$ cat config.mk
export PLATFORM = sky130hd
export DESIGN_NAME = retire_unit
export DESIGN_NICKNAME = d
export VERILOG_FILES = /design/src/rtl/retire_unit_pkg.sv /design/src/rtl/retire_unit_fsm.sv /design/src/rtl/retire_unit.sv
export SDC_FILE = /design/constraint.sdc
export NUM_CORES = 1
export LEC_CHECK = 0
export ABC_AREA = 1
export CAP_MARGIN = 20
export CELL_PAD_IN_SITES_DETAIL_PLACEMENT = 1
export CELL_PAD_IN_SITES_GLOBAL_PLACEMENT = 1
export CORE_UTILIZATION = 25
export CTS_BUF_LIST = sky130_fd_sc_hd__clkbuf_4 sky130_fd_sc_hd__clkbuf_8
export CTS_CLUSTER_DIAMETER = 30
export CTS_CLUSTER_SIZE = 12
export DETAILED_ROUTE_END_ITERATION = 6
export HOLD_SLACK_MARGIN = 0.06
export PLACE_DENSITY_LB_ADDON = 0.1
export SLEW_MARGIN = 10
export SYNTH_ARGS = -nofsm -noshare
export SYNTH_HDL_FRONTEND = slang
export SYNTH_SLANG_ARGS = --single-unit
export TNS_END_PERCENT = 20
$ cat constraint.sdc
create_clock -name clk -period 11.31 [get_ports clk]
set_input_delay 2.262 -clock clk [delete_from_list [all_inputs] [get_ports clk]]
set_output_delay 2.262 -clock clk [all_outputs]
set_load 0.01 [all_outputs]
$ cat src/rtl/retire_unit_pkg.sv
// Core-wide design parameters and the types shared by the commit stage.
package cpu_design_params;

  localparam int NUM_A_REGS = 32;
  localparam int ROB_SIZE   = 16;
  localparam int NUM_P_REGS = 48;

  localparam int ARN_W     = $clog2(NUM_A_REGS);
  localparam int PRN_W     = $clog2(NUM_P_REGS);
  localparam int ROB_IDX_W = $clog2(ROB_SIZE);
  localparam int PC_W      = 32;

  typedef logic [ARN_W-1:0]     arn_t;
  typedef logic [PRN_W-1:0]     prn_t;
  typedef logic [PC_W-1:0]      pc_t;
  typedef logic [ROB_IDX_W-1:0] hist_ptr_t;

  // One ROB entry as seen at the head.
  typedef struct packed {
    logic      valid;
    logic      done;
    logic      exception;
    logic      writes_rd;
    prn_t      p_new;
    prn_t      p_old;
    arn_t      rd_arch;
    hist_ptr_t hist_ptr;
    pc_t       pc;
  } rob_data_t;

  // Commit-stage operating mode.
  typedef enum logic [1:0] {
    RUN     = 2'd0,
    SQUASH  = 2'd1,
    RESTORE = 2'd2
  } retire_state_t;

  // A register to hand back to the free list, if any.
  typedef struct packed {
    logic valid;
    prn_t prn;
  } free_req_t;

  // Architectural register i maps to physical register i out of reset.
  function automatic prn_t arat_reset(input arn_t i);
    return prn_t'(i);
  endfunction

  // Which register an entry releases: p_old on commit, p_new on squash.
  // Writes to r0 never allocated a register, so they release nothing.
  function automatic free_req_t frees_reg(input rob_data_t e, input logic use_new);
    free_req_t r;
    r.valid = e.writes_rd && (e.rd_arch != '0);
    r.prn   = use_new ? e.p_new : e.p_old;
    return r;
  endfunction

endpackage

$ cat src/rtl/retire_unit_fsm.sv
// Mode sequencer of the commit stage: RUN -> SQUASH -> RESTORE -> RUN,
// plus the architectural-index counter that walks the RAT during RESTORE.
module retire_fsm
  import cpu_design_params::*;
(
  input  logic          clk,
  input  logic          rst,
  input  logic          rob_head_valid,
  input  logic          exc_detect,
  output retire_state_t state,
  output arn_t          cnt
);

  retire_state_t state_next;
  arn_t          cnt_next;

  // Next mode and counter value from the current mode and ROB occupancy.
  always_comb begin
    state_next = state;
    cnt_next   = cnt;
    case (state)
      RUN: begin
        if (exc_detect) state_next = SQUASH;
      end
      SQUASH: begin
        // ROB drained: begin streaming the committed map from index 0.
        if (!rob_head_valid) begin
          state_next = RESTORE;
          cnt_next   = '0;
        end
      end
      RESTORE: begin
        cnt_next = cnt + 1'b1;
        if (cnt == arn_t'(NUM_A_REGS - 1)) state_next = RUN;
      end
      default: begin
        state_next = RUN;
      end
    endcase
  end

  // Mode and counter registers.
  always_ff @(posedge clk or posedge rst) begin
    if (rst) begin
      state <= RUN;
      cnt   <= '0;
    end else begin
      state <= state_next;
      cnt   <= cnt_next;
    end
  end

endmodule

$ cat src/rtl/retire_unit.sv
// In-order commit stage at the ROB head. Retires done entries, frees the
// displaced mapping, keeps the architectural RAT, and on an exception
// squashes the ROB and streams the committed RAT back to rename.
//
// Free-list handshake: a register is transferred in any cycle where
// fl_push_valid && fl_push_ready. fl_push_valid is only raised together
// with rob_pop, so a push and the pop of its entry always happen in the
// same cycle and a stalled head produces no push request.
module retire_unit
  import cpu_design_params::*;
(
  input  logic      clk,
  input  logic      rst,
  input  logic      rob_head_valid,
  input  rob_data_t rob_head,
  output logic      rob_pop,
  output logic      fl_push_valid,
  output prn_t      fl_push_prn,
  input  logic      fl_push_ready,
  output logic      flush,
  output logic      exc_valid,
  output pc_t       exc_pc,
  output logic      rest_valid,
  output arn_t      rest_arch,
  output prn_t      rest_prn,
  output logic      commit_valid,
  output arn_t      commit_arch,
  output prn_t      commit_prn
);

  retire_state_t state;
  arn_t          cnt;
  prn_t          arat [NUM_A_REGS];

  logic      head_live;
  logic      exc_detect;
  free_req_t run_free;
  free_req_t sq_free;

  // hist_ptr belongs to rename's branch bookkeeping; commit has no use for it.
  logic unused_hist;
  assign unused_hist = ^rob_head.hist_ptr;

  assign head_live  = rob_head_valid && rob_head.valid;
  assign run_free   = frees_reg(rob_head, 1'b0);
  assign sq_free    = frees_reg(rob_head, 1'b1);
  assign exc_detect = (state == RUN) && head_live && rob_head.done && rob_head.exception;
  assign flush      = (state != RUN);

  retire_fsm u_fsm (
    .clk            (clk),
    .rst            (rst),
    .rob_head_valid (rob_head_valid),
    .exc_detect     (exc_detect),
    .state          (state),
    .cnt            (cnt)
  );

  // Same-cycle pop/push decision for the head entry.
  always_comb begin
    rob_pop       = 1'b0;
    fl_push_valid = 1'b0;
    fl_push_prn   = '0;
    case (state)
      RUN: begin
        if (head_live && rob_head.done && !rob_head.exception) begin
          if (!run_free.valid) begin
            rob_pop = 1'b1;
          end else if (fl_push_ready) begin
            rob_pop       = 1'b1;
            fl_push_valid = 1'b1;
            fl_push_prn   = run_free.prn;
          end
        end
      end
      SQUASH: begin
        // Squashed entries are dropped whether or not they completed;
        // their speculative p_new goes back to the free list.
        if (rob_head_valid) begin
          if (!(rob_head.valid && sq_free.valid)) begin
            rob_pop = 1'b1;
          end else if (fl_push_ready) begin
            rob_pop       = 1'b1;
            fl_push_valid = 1'b1;
            fl_push_prn   = sq_free.prn;
          end
        end
      end
      default: begin
      end
    endcase
  end

  // Architectural RAT: updated only by committing entries; r0 is never written.
  always_ff @(posedge clk or posedge rst) begin
    if (rst) begin
      for (int i = 0; i < NUM_A_REGS; i++) arat[i] <= arat_reset(arn_t'(i));
    end else if ((state == RUN) && rob_pop && run_free.valid) begin
      arat[rob_head.rd_arch] <= rob_head.p_new;
    end
  end

  // Registered commit trace, exception report and RAT restore beats.
  always_ff @(posedge clk or posedge rst) begin
    if (rst) begin
      commit_valid <= 1'b0;
      commit_arch  <= '0;
      commit_prn   <= '0;
      exc_valid    <= 1'b0;
      exc_pc       <= '0;
      rest_valid   <= 1'b0;
      rest_arch    <= '0;
      rest_prn     <= '0;
    end else begin
      commit_valid <= (state == RUN) && rob_pop;
      commit_arch  <= rob_head.rd_arch;
      commit_prn   <= rob_head.p_new;
      exc_valid    <= exc_detect;
      if (exc_detect) exc_pc <= rob_head.pc;
      rest_valid   <= (state == RESTORE);
      rest_arch    <= cnt;
      rest_prn     <= arat[cnt];
    end
  end

endmodule

==> flow_summary.toml <==
[worst_setup_path]
cp_top_family = "buffers and inverters"
crit_path_start_kind = "input pin"
critPathKind = "in -> out"
crit_slowest_cell = "inv_2"
cp_num_buf_inv = 4
path_cells = "clkdlybuf4s50_1 -> inv_1 -> nand3_2 -> nand2_1 -> inv_2 -> nand3_2 -> o21ai_0 -> clkdlybuf4s50_1"
cp.required_ns = 9.05
end_kind = "output port"
cp.arrival_ns = 5.34
reg2regPathDepth = 10
reg2reg_from = "u_fsm.state[0]"
path_max_fanout = 32
critical_path.max_stage_delay_ns = 0.72
r2r_slack_ns = 7.66
rr_endpoint = "arat[183]"

[clock_tree]
cts_buffer_depth = 3
cts_setup_buffers = 0
clock_latency_ns = 0.65
path_clk_slew_ns = 0.05
h-tree-depth = 3
root_buffer = "clkbuf_8"
clkSinkCount = 256
cts_tree = "yes"
cts_inserted_buffers = 86
ctsResizeCount = 0
postCtsHoldBufs = 0

[floorplanning]
die_area_um2 = 51570
start_util = 0.2530
die_w_um = 227.1
die_h_um = 227.1
core_area_um2 = 50070
core.rowCount = 82
ios = 127

[timing]
worstMarginPinSlew_ns = 1.009
fmax_mhz = 131.6
setup_viol = 0
slew_violations = 0
fin_setup_tns_ns = 0
rsz0062_at_grt = "no"
hold_violations = 0
fin_crit_sh = 0.6720
finalClockSkew_ns = 0.02078
period_minus_slack_ns = 7.600
slew_headroom = 0.3274

[synthesis]
synth_area_leaders = "dfrtp_1 (35%), nand2_1 (28%), dfstp_2 (17%)"
synth_area_um2 = 12670
yosysTopAreaCellShare = 0.3477
synthesis.instances = 1615
ys_seq_area_frac = 0.5136
synth_top_area_cell = "dfrtp_1"
yosys_warnings = 0
syn_area_per_cell_um2 = 7.843
synth_nets = 1678
synth-seq-cells = 256
synth.distinct_cells = 28

[global_routing]
antenna_found_initial = 4
grt_max_degree = 138
track_usage = 0.1869
first_global_vias = 11990
overflow = 0
grt_pass1_wl_mm = 72.28

[detailed_routing]
firstDrtPassIters = 4
num_vias = 11010
wire_per_inst_um = 18.04
drtIter0Drc = 548
wl_mm = 45.32
ant_nets = 0
drc_errors = 0
vias_per_cell = 4.382

[finish]
mostFrequentLayoutCells = "nand2_1 (956), dfrtp_1 (175), clkdlybuf4s50_1 (115)"
drive_above_1_share = 0.1827
layout_commonest_cell = "nand2_1"
synthToLayoutAreaGrowth_pct = 30.82
fin_cells = 2512
final_core_util = 0.3310
fin_area_um2 = 16570
fin_nets = 1828

[placed_design]
portBuffers = 122
dpl_cell_area_um2 = 14520
gp_congestion = 0.7407
dp_hpwl_mm = 28.90
dp.cells = 2349

[min_path]
hold_end = "arat[190]"
hp-class = "reg -> reg"
min_from = "arat[190]"
hold_depth = 0

[run_status]
outcome = "completed"

[flow_run]
drv_cap = 0

[pwr]
pwr_density_cell_nw_per_um2 = 212.9
power_leakage_uw = 0.009040
ir_drop_mv = 0.1089
## worst register-to-register path, cell delays in order (launching register included)
cell and delay (ns):
dfrtp_1 0.40, nor2_2 0.20, nand2_1 0.12, nor2_4 0.09
buf_4 0.51, nand4_4 0.66, buf_4 0.53, buf_4 0.42
nor2_1 0.46, nand2_1 0.12, nand2_1 0.08
## logic make-up (layout without fill, tap and decap cells)
kind of cell,Yosys count,count (layout),share of synthesized area
AO/OA/AOI/OAI,40,40,0.01620
buffers and inverters,137,361,0.04504
XOR/XNOR,1,1,0.0006916
adder cells (fa/ha/maj),2,2,0.001975
AND/OR/NAND/NOR,1179,1179,0.4225
other,0,1,0
flip-flops,256,256,0.5136
## state kept, by name, indices dropped and copies added (netlist names)
signal,flops
u_fsm.state,2
commit_prn,6
commit_valid,1
u_fsm.cnt,5
exc_valid,1
rest_arch,5
exc_pc,32
arat,192
commit_arch,5
rest_prn,6
rest_valid,1
## metal layers
| layer | wire length, µm | vias to the layer above | global-route usage |
|---|---|---|---|
| li1 | - | 5336 | - |
| met1 | 21180 | 5356 | 0.2528 |
| met2 | 20660 | 235 | 0.2885 |
| met3 | 2442 | 75 | 0.04569 |
| met4 | 992 | 6 | 0.06733 |
| met5 | 44 | - | 0 |
## worst max path at each step
stage / start / end / slack, ns / cells past startpoint
CTS: rob_head[38] / fl_push_prn[4] / 3.62 / 8
global placement: rob_head[38] / fl_push_prn[4] / 3.65 / 8
global route: rob_head[38] / fl_push_prn[4] / 3.43 / 8
finish: rob_head[38] / fl_push_prn[4] / 3.71 / 8
detailed placement: rob_head[38] / fl_push_prn[4] / 3.62 / 8
floorplan: rst / arat[100] / 2.14 / 1
## cells in the mapped netlist
cell type  instances
nor2_2             1
buf_6              3
dfrtp_1          176
nand4_1            2
o21ai_0           13
nand3_1          108
clkbuf_1          48
nor3_1             1
o22ai_1            2
nor2_1            47
clkinv_1           2
nand3_2            2
nand4_4            1
xor2_1             1
nand4_2           29
buf_1              5
dfstp_2           80
nand2_1          956
buf_2             18
ha_1               2
inv_1             55
a21oi_1           24
buf_4              3
o31ai_1            1
inv_2              3
or2_2              1
nor2_4             1
nor2_8            30
## where the power goes
group	internal [µW]	leakage, µW	switching, µW
Clock	1120	0.00104	574
Sequential	1010	0.00319	81.1
Combinational	257	0.00481	487
## area by class of cell
type,count,area (µm²)
sequential,256,6510
timing repair buffer,139,1341
fill,6082,33500
tap,672,840.8
clock buffer,116,1540
multi-input combinational,1222,5590
clock inverter,46,513.0
inverter,60,232.7
antenna,1,2.502
## stage by stage
stage,hold WS [ns],setup WS (ns),power (µW)
after global placement,0.3670,3.646,1861
after detailed placement,0.3684,3.619,1871
after floorplan,0.3519,2.139,1461
after CTS,0.3790,3.615,3603
after global routing,0.3873,3.429,3732
final,0.3753,3.710,3528
Note: power is estimated with default switching activity, not from simulation.
